[src/rtl/stage_decode_elastic_pkg.sv]
// Shared pipeline types for the decode stage: IF/ID and ID/EX payloads, decode bundle, opcodes.
// Latency: n/a (types and constants only).
// Backpressure: n/a.
package stage_decode_elastic_pkg;

   localparam int PKG_XLEN = 32;

   // RV32 major opcodes
   localparam logic [6:0] OPC_LUI    = 7'b0110111;
   localparam logic [6:0] OPC_AUIPC  = 7'b0010111;
   localparam logic [6:0] OPC_JAL    = 7'b1101111;
   localparam logic [6:0] OPC_JALR   = 7'b1100111;
   localparam logic [6:0] OPC_BRANCH = 7'b1100011;
   localparam logic [6:0] OPC_LOAD   = 7'b0000011;
   localparam logic [6:0] OPC_STORE  = 7'b0100011;
   localparam logic [6:0] OPC_OPIMM  = 7'b0010011;
   localparam logic [6:0] OPC_OP     = 7'b0110011;

   // Branch func3 encodings
   localparam logic [2:0] F3_BEQ  = 3'b000;
   localparam logic [2:0] F3_BNE  = 3'b001;
   localparam logic [2:0] F3_BLT  = 3'b100;
   localparam logic [2:0] F3_BGE  = 3'b101;
   localparam logic [2:0] F3_BLTU = 3'b110;
   localparam logic [2:0] F3_BGEU = 3'b111;

   // Immediate format select
   localparam logic [2:0] IMM_NONE = 3'd0;
   localparam logic [2:0] IMM_I    = 3'd1;
   localparam logic [2:0] IMM_S    = 3'd2;
   localparam logic [2:0] IMM_B    = 3'd3;
   localparam logic [2:0] IMM_U    = 3'd4;
   localparam logic [2:0] IMM_J    = 3'd5;

   // Output buffer occupancy states
   localparam logic [1:0] ST_EMPTY = 2'd0;
   localparam logic [1:0] ST_ONE   = 2'd1;
   localparam logic [1:0] ST_TWO   = 2'd2;

   typedef struct packed {
      logic [PKG_XLEN-1:0] pc;
      logic [PKG_XLEN-1:0] pc_plus4;
      logic                instr_valid;
   } if_id_reg_t;

   typedef struct packed {
      logic [PKG_XLEN-1:0] pc;
      logic [PKG_XLEN-1:0] pc_plus4;
      logic [31:0]         instr;
      logic [PKG_XLEN-1:0] rs1_data;
      logic [PKG_XLEN-1:0] rs2_data;
      logic [PKG_XLEN-1:0] imm;
      logic [4:0]          rd;
      logic                rd_we;
      logic                is_load;
      logic                is_store;
      logic                is_branch;
      logic                is_jump;
      logic                br_taken;
      logic                instr_valid;
   } id_ex_reg_t;

   typedef struct packed {
      logic       legal;
      logic       uses_rs1;
      logic       uses_rs2;
      logic       rd_we;
      logic       is_branch;
      logic       is_jal;
      logic       is_jalr;
      logic       is_load;
      logic       is_store;
      logic [2:0] imm_sel;
   } dec_t;

endpackage

[src/rtl/stage_decode_elastic_instr_decoder.sv]
// Control decoder: opcode/func3 -> legality, operand usage, class flags, immediate format.
// Latency: purely combinational.
// Backpressure: none; ports i_opcode/i_func3 in, o_dec bundle out.
module stage_decode_elastic_instr_decoder
   import stage_decode_elastic_pkg::*;
(
   input  logic [6:0] i_opcode,
   input  logic [2:0] i_func3,
   output dec_t       o_dec
);

   always_comb begin
      o_dec = '0;
      case (i_opcode)
         OPC_LUI, OPC_AUIPC: begin
            o_dec.legal   = 1'b1;
            o_dec.rd_we   = 1'b1;
            o_dec.imm_sel = IMM_U;
         end
         OPC_JAL: begin
            o_dec.legal   = 1'b1;
            o_dec.rd_we   = 1'b1;
            o_dec.is_jal  = 1'b1;
            o_dec.imm_sel = IMM_J;
         end
         OPC_JALR: begin
            o_dec.legal    = 1'b1;
            o_dec.rd_we    = 1'b1;
            o_dec.is_jalr  = 1'b1;
            o_dec.uses_rs1 = 1'b1;
            o_dec.imm_sel  = IMM_I;
         end
         OPC_BRANCH: begin
            // func3 010/011 are unassigned branch encodings
            o_dec.legal     = (i_func3 != 3'b010) && (i_func3 != 3'b011);
            o_dec.is_branch = 1'b1;
            o_dec.uses_rs1  = 1'b1;
            o_dec.uses_rs2  = 1'b1;
            o_dec.imm_sel   = IMM_B;
         end
         OPC_LOAD: begin
            o_dec.legal    = 1'b1;
            o_dec.rd_we    = 1'b1;
            o_dec.is_load  = 1'b1;
            o_dec.uses_rs1 = 1'b1;
            o_dec.imm_sel  = IMM_I;
         end
         OPC_STORE: begin
            o_dec.legal    = 1'b1;
            o_dec.is_store = 1'b1;
            o_dec.uses_rs1 = 1'b1;
            o_dec.uses_rs2 = 1'b1;
            o_dec.imm_sel  = IMM_S;
         end
         OPC_OPIMM: begin
            o_dec.legal    = 1'b1;
            o_dec.rd_we    = 1'b1;
            o_dec.uses_rs1 = 1'b1;
            o_dec.imm_sel  = IMM_I;
         end
         OPC_OP: begin
            o_dec.legal    = 1'b1;
            o_dec.rd_we    = 1'b1;
            o_dec.uses_rs1 = 1'b1;
            o_dec.uses_rs2 = 1'b1;
         end
         default: ;
      endcase
   end

endmodule

[src/rtl/stage_decode_elastic.sv]
// Decode stage: operand forwarding, branch/jump resolution with PC redirect, 2-entry elastic output buffer.
// Latency: 1 cycle IF->EX payload when the buffer is empty; redirect is combinational in the accept cycle.
// Backpressure: in_ready_o drops on full buffer, pending-forward hazard, squash or reset; never on out_ready_i.
// Ports: IF handshake + if_id_reg_i/instr_i, RF read addr/data, forwarding sources, squash_i,
//        EX handshake + id_ex_reg_o, redirect_valid_o/addr_o, saturating stall/redirect counters.
module stage_decode_elastic
   import stage_decode_elastic_pkg::*;
#(
   parameter int XLEN    = PKG_XLEN,
   parameter int NUM_FWD = 2,
   parameter int CNT_W   = 16
) (
   input  logic                           clk,
   input  logic                           rst_ni,
   input  logic                           in_valid_i,
   output logic                           in_ready_o,
   input  logic [31:0]                    instr_i,
   input  if_id_reg_t                     if_id_reg_i,
   output logic [4:0]                     rs1_addr_o,
   output logic [4:0]                     rs2_addr_o,
   input  logic [XLEN-1:0]                data_rs1_i,
   input  logic [XLEN-1:0]                data_rs2_i,
   input  logic [NUM_FWD-1:0]             fwd_valid_i,
   input  logic [NUM_FWD-1:0]             fwd_pending_i,
   input  logic [NUM_FWD-1:0][4:0]        fwd_rd_i,
   input  logic [NUM_FWD-1:0][XLEN-1:0]   fwd_data_i,
   input  logic                           squash_i,
   output logic                           out_valid_o,
   input  logic                           out_ready_i,
   output id_ex_reg_t                     id_ex_reg_o,
   output logic                           redirect_valid_o,
   output logic [XLEN-1:0]                redirect_addr_o,
   output logic [CNT_W-1:0]               stall_cnt_o,
   output logic [CNT_W-1:0]               redirect_cnt_o
);

   dec_t             w_dec;
   logic [XLEN-1:0]  w_imm, w_rs1, w_rs2;
   logic             w_rs1_pend, w_rs2_pend, w_hazard, w_cond, w_taken;
   logic             w_in_fire, w_out_fire, w_pay_valid, w_stall;
   id_ex_reg_t       w_new;
   logic [1:0]       r_state;
   id_ex_reg_t       r_ent0, r_ent1;
   logic [CNT_W-1:0] r_stall_cnt, r_redir_cnt;

   stage_decode_elastic_instr_decoder u_dec (
      .i_opcode (instr_i[6:0]),
      .i_func3  (instr_i[14:12]),
      .o_dec    (w_dec)
   );

   assign rs1_addr_o = instr_i[19:15];
   assign rs2_addr_o = instr_i[24:20];

   always_comb begin
      w_imm = '0;
      case (w_dec.imm_sel)
         IMM_I:   w_imm = {{20{instr_i[31]}}, instr_i[31:20]};
         IMM_S:   w_imm = {{20{instr_i[31]}}, instr_i[31:25], instr_i[11:7]};
         IMM_B:   w_imm = {{19{instr_i[31]}}, instr_i[31], instr_i[7], instr_i[30:25], instr_i[11:8], 1'b0};
         IMM_U:   w_imm = {instr_i[31:12], 12'b0};
         IMM_J:   w_imm = {{11{instr_i[31]}}, instr_i[31], instr_i[19:12], instr_i[20], instr_i[30:21], 1'b0};
         default: w_imm = '0;
      endcase
   end

   // Walk sources oldest-to-youngest so the lowest index wins the last assignment.
   always_comb begin
      w_rs1      = data_rs1_i;
      w_rs2      = data_rs2_i;
      w_rs1_pend = 1'b0;
      w_rs2_pend = 1'b0;
      for (int i = NUM_FWD - 1; i >= 0; i--) begin
         if (fwd_valid_i[i] && (fwd_rd_i[i] == rs1_addr_o)) begin
            w_rs1      = fwd_data_i[i];
            w_rs1_pend = fwd_pending_i[i];
         end
         if (fwd_valid_i[i] && (fwd_rd_i[i] == rs2_addr_o)) begin
            w_rs2      = fwd_data_i[i];
            w_rs2_pend = fwd_pending_i[i];
         end
      end
      if (rs1_addr_o == 5'd0) begin
         w_rs1      = '0;
         w_rs1_pend = 1'b0;
      end
      if (rs2_addr_o == 5'd0) begin
         w_rs2      = '0;
         w_rs2_pend = 1'b0;
      end
   end

   assign w_hazard = (w_dec.uses_rs1 & w_rs1_pend) | (w_dec.uses_rs2 & w_rs2_pend);

   always_comb begin
      w_cond = 1'b0;
      case (instr_i[14:12])
         F3_BEQ:  w_cond = (w_rs1 == w_rs2);
         F3_BNE:  w_cond = (w_rs1 != w_rs2);
         F3_BLT:  w_cond = ($signed(w_rs1) <  $signed(w_rs2));
         F3_BGE:  w_cond = ($signed(w_rs1) >= $signed(w_rs2));
         F3_BLTU: w_cond = (w_rs1 <  w_rs2);
         F3_BGEU: w_cond = (w_rs1 >= w_rs2);
         default: w_cond = 1'b0;
      endcase
   end

   assign w_taken     = w_dec.is_branch & w_dec.legal & w_cond;
   assign w_pay_valid = if_id_reg_i.instr_valid & w_dec.legal;

   assign in_ready_o  = rst_ni & (r_state != ST_TWO) & ~w_hazard & ~squash_i;
   assign out_valid_o = (r_state == ST_ONE) || (r_state == ST_TWO);
   assign w_in_fire   = in_valid_i & in_ready_o;
   assign w_out_fire  = out_valid_o & out_ready_i;
   assign w_stall     = in_valid_i & ~in_ready_o;

   // Squash already blocks w_in_fire through in_ready_o, so no separate gate is needed here.
   assign redirect_valid_o = w_in_fire & w_pay_valid & (w_dec.is_jal | w_dec.is_jalr | w_taken);
   assign redirect_addr_o  = w_dec.is_jalr ? ((w_rs1 + w_imm) & ~{{(XLEN-1){1'b0}}, 1'b1})
                                           : (if_id_reg_i.pc + w_imm);

   always_comb begin
      w_new             = '0;
      w_new.pc          = if_id_reg_i.pc;
      w_new.pc_plus4    = if_id_reg_i.pc_plus4;
      w_new.instr       = instr_i;
      w_new.rs1_data    = w_rs1;
      w_new.rs2_data    = w_rs2;
      w_new.imm         = w_imm;
      w_new.rd          = instr_i[11:7];
      w_new.rd_we       = w_dec.rd_we;
      w_new.is_load     = w_dec.is_load;
      w_new.is_store    = w_dec.is_store;
      w_new.is_branch   = w_dec.is_branch;
      w_new.is_jump     = w_dec.is_jal | w_dec.is_jalr;
      w_new.br_taken    = w_taken;
      w_new.instr_valid = w_pay_valid;
   end

   // r_ent0 is always the oldest entry and drives the output directly.
   always_ff @(posedge clk) begin
      if (!rst_ni) begin
         r_state <= ST_EMPTY;
         r_ent0  <= '0;
         r_ent1  <= '0;
      end else if (squash_i) begin
         r_state <= ST_EMPTY;
      end else begin
         case (r_state)
            ST_EMPTY: if (w_in_fire) begin
               r_ent0  <= w_new;
               r_state <= ST_ONE;
            end
            ST_ONE: begin
               if (w_in_fire && !w_out_fire) begin
                  r_ent1  <= w_new;
                  r_state <= ST_TWO;
               end else if (w_out_fire && !w_in_fire) begin
                  r_state <= ST_EMPTY;
               end else if (w_in_fire) begin
                  r_ent0  <= w_new;
               end
            end
            ST_TWO: if (w_out_fire) begin
               r_ent0  <= r_ent1;
               r_state <= ST_ONE;
            end
            default: r_state <= ST_EMPTY;
         endcase
      end
   end

   always_ff @(posedge clk) begin
      if (!rst_ni) begin
         r_stall_cnt <= '0;
         r_redir_cnt <= '0;
      end else begin
         if (w_stall && (r_stall_cnt != '1))
            r_stall_cnt <= r_stall_cnt + CNT_W'(1);
         if (redirect_valid_o && (r_redir_cnt != '1))
            r_redir_cnt <= r_redir_cnt + CNT_W'(1);
      end
   end

   assign id_ex_reg_o    = r_ent0;
   assign stall_cnt_o    = r_stall_cnt;
   assign redirect_cnt_o = r_redir_cnt;

endmodule

[config.mk]
export PLATFORM = sky130hd
export DESIGN_NAME = stage_decode_elastic
export DESIGN_NICKNAME = d
export VERILOG_FILES = /design/src/rtl/stage_decode_elastic_pkg.sv /design/src/rtl/stage_decode_elastic_instr_decoder.sv /design/src/rtl/stage_decode_elastic.sv
export SDC_FILE = /design/constraint.sdc
export NUM_CORES = 1
export LEC_CHECK = 0
export CAP_MARGIN = 30
export CORE_ASPECT_RATIO = 0.8
export CORE_UTILIZATION = 47
export CTS_CLUSTER_DIAMETER = 30
export DETAILED_ROUTE_END_ITERATION = 10
export PLACE_DENSITY_LB_ADDON = 0.1
export SYNTH_ARGS = -nofsm -noshare
export SYNTH_HDL_FRONTEND = slang
export SYNTH_SLANG_ARGS = --single-unit
export TNS_END_PERCENT = 30
[constraint.sdc]
create_clock -name clk -period 6 [get_ports clk]
set_input_delay 1.2 -clock clk [delete_from_list [all_inputs] [get_ports clk]]
set_output_delay 1.2 -clock clk [all_outputs]
set_load 0.005 [all_outputs]
==> results.cfg <==
[final_layout]
drive_gt1_share_pct = 28.9
design_area_um2 = 40000
area_delta_synth_final_pct = 68.2
layout.cells.non_filler = 4922
fin_nets = 4509
utilization_pct = 80.2

[detailed_routing]
vias_per_cell = 5.87
wirelength_um = 111000
first_pass_iters = 7
drtAntennaViolNets = 0
drc_errors = 0
drt-initial-drc-count = 2864
via_count = 28900
avgRoutedWirePerCell_um = 22.5

[timing]
slew_headroom_pct = 27.4
worst_slew_pin_slew_ns = 1.09
finalCritPeriodShare_pct = 111
period_minus_slack_ns = 6.65
max_clock_freq_ghz = 0.150
clock_skew_ns = 0.0432
slew_viol_final = 0
rsz0062_at_grt = true
finalHoldViolCount = 0
setup_slack_ns = -0.648
finalSetupViolCount = 26

[worst_setup_path]
worst_path_max_delay_cell = mux2i_2
cp_common_cell = buf_4
endpoint_kind = output port
critPathRequiredTime_ns = 4.80
worst-setup-path-type = input pin to output port
cp_cell_sequence = buf_6 -> xnor2_1 -> nand4_1 -> nor2_4 -> buf_12 -> bufbuf_16 -> buf_4 -> mux2i_2 -> a211oi_1 -> buf_4 -> ha_1 -> nand4_1 -> nor4_4 -> buf_4 -> nand3_2 -> xor2_1 -> or3_1 -> o211ai_1 -> buf_4 -> a31oi_4 -> nor2_2 -> buf_2
cp_max_fo = 7
cpPeakStageDelay_ns = 0.34
crit_family = simple AND/OR/NAND/NOR gates
critPathLaunchType = input pin
critPathBufInv = 8
critPathArrivalTime_ns = 5.45

[clocking]
cts_hold_buf = 0
cts_tree = built
cts_buffers = 89
cts.sinks = 432
root_buffer = clkbuf_16
clk_pin_slew_worst_paths_ns = 0.05
clk_path_buf_depth = 3
clock_latency_ns = 0.65
htree_num_levels = 3

[synthesis]
ys_seq_area_share_pct = 36.4
synthCells = 3085
ys_async_sr_fraction_pct = 0
synth_edf_count = 0
avgSynthCellArea_um2 = 7.71
syn_area_um2 = 23800
yosysTopAreaCellShare_pct = 36.4
synth_top_area_cell = dfxtp_1
synth-seq-cells = 432
ys.flop_type = dfxtp_1
ys_top_cells_by_area = dfxtp_1 (36%), nor2_1 (8.3%), mux2i_1 (7.2%)
synthDistinctLibCells = 73
synth_nets = 3430
yosys_warnings = 0

[global_route]
grt_overflow_total = 0
grt_max_degree = 184
grt_pass1_wl_um = 161000
grt_use_total_pct = 40.4
antenna_found_initial = 9
grt_pass1_vias = 28200

[placed_design]
place_congestion = 0.973
dp_cells = 4544
dp_hpwl_um = 74300
dpl_cell_area_um2 = 33100
io_buffers = 524

[die]
die_area_um2 = 51500
die_y_um = 203
coreArea_um2 = 49900
io_pins = 525
fp-row-count = 73
die_x_um = 254
initial_core_util_pct = 47.7

[worst_hold_path]
holdCritPathClass = flip-flop to flip-flop

[job]
drv_cap = 0

[power]
power_density_nw_per_um2 = 248
irDropWorstVdd_mv = 0.267
power_leakage_nw = 16.1
power_mw = 9.92

[outcome]
status = complete, but fails checks
violations = negative setup slack
power breakdown:
part	switching (mW)	internal (mW)
combinational	0.813	0.834
clock	1.80	3.50
sequential	0.0378	2.93
total	2.65	7.26
sequential cells by signal, summed over array words and instances (netlist names):
signal / count
r_state: 2
stall_cnt_o: 16
id_ex_reg_o: 199
r_ent1: 199
redirect_cnt_o: 16
layer usage:
metal	vias to the layer above	share of wire [%]	track usage, %
li1	12900	-	-
met1	13900	40	51.9
met2	1603	45	63.6
met3	424	9.6	9.34
met4	2	5.2	20.1
met5	-	0.012	0
path summary, 6_finish.rpt:
check / endpoint / startpoint / cells past startpoint / slack [ns]
worst min register to register: id_ex_reg_o[23] / id_ex_reg_o[23] / 2 / 0.45
worst max register to register: id_ex_reg_o[105] / r_state[0] / 9 / 2.21
worst min-delay path: id_ex_reg_o[23] / id_ex_reg_o[23] / 2 / 0.45
worst max-delay path: redirect_valid_o / instr_i[17] / 22 / -0.65
worst register-to-register path, delay by kind of cell, from the launching register on:
kind / cells / cell delay, ns
buffers and inverters: 1 / 0.11
and+or+nand+nor: 4 / 1.25
DFF: 1 / 0.39
adders and majority gates: 1 / 0.28
AOI/OAI and AO/OA: 3 / 1.60
cell usage after synthesis, types with 3 or more instances:
cell and n:
a2111oi_0 5, a211o_1 33, a211oi_1 207, a21boi_0 3
a21o_1 31, a21oi_1 311, a221o_1 3, a221oi_1 3
a22oi_1 6, a31oi_1 4, and2_1 6, and3_1 20
and4_1 6, buf_1 13, buf_2 32, buf_4 15
clkbuf_1 175, dfxtp_1 432, ha_1 99, inv_1 95
mux2i_1 171, nand2_1 413, nand2b_1 21, nand3_1 29
nand3b_1 3, nand4_1 16, nor2_1 523, nor2b_1 7
nor3_1 85, nor4_1 6, o211a_1 7, o211ai_1 46
o21a_1 22, o21ai_0 79, o21bai_1 7, o22ai_1 4
o31ai_1 6, or2_2 4, or3_1 14, xnor2_1 45
xor2_1 39
logic make-up (layout without fill, tap and decap cells):
group | Yosys count | count (layout) | synth area share (%)
muxes | 172 | 172 | 7.24
and+or+nand+nor | 1168 | 1168 | 20.6
buffers and inverters | 332 | 1485 | 5.67
other | 0 | 8 | 0
xor gates and xnor gates | 84 | 84 | 3.09
DFF | 432 | 432 | 36.4
AOI/OAI and AO/OA | 796 | 797 | 21.6
adders and majority gates | 101 | 101 | 5.37
area by class of cell:
cell class / instances / area (um2)
timing repair buffer: 1223 / 11000
tap: 675 / 845
antenna: 8 / 20.0
clock buffer: 104 / 2350
sequential: 432 / 8650
inverter: 96 / 393
multi-input combinational: 2322 / 15800
clock inverter: 62 / 906
fill: 3095 / 9860
placed cells by master (no fill, tap or decap), drive strengths merged, types with 9 or more instances in the layout:
cell,instances
nand2b,21
a21oi,311
mux2i,171
o21ai,79
bufinv,15
a21o,32
nand2,413
o21a,22
dfxtp,432
a211oi,208
nor3,87
dlygate4sd2,10
xnor2,45
xor2,39
inv,101
a211o,33
nand4,16
and3,20
buf,733
clkbuf,111
clkinv,34
ha,99
nor2,524
or3,14
nor4,9
o211ai,46
nand3,29
clkdlybuf4s50,469
per-stage QoR:
step	setup TNS, ns	hold slack, ns	setup WS [ns]
floorplan	-0.0575	0.436	-0.0524
global placement	-41.69	0.440	-1.59
detailed placement	-44.87	0.444	-1.65
CTS	-5.15	0.450	-0.388
global route	-10.86	0.467	-0.697
finish	-8.70	0.451	-0.648
what timing repair did:
item / CTS / global route
pin swaps: 181 / 118
gates cloned: 7 / 0
setup endpoints to repair: 44 / 35
resized for setup: 522 / 135
hold endpoints to repair: 0 / 0
buffers inserted: 188 / 35
Note: power is estimated with default switching activity, not from simulation.
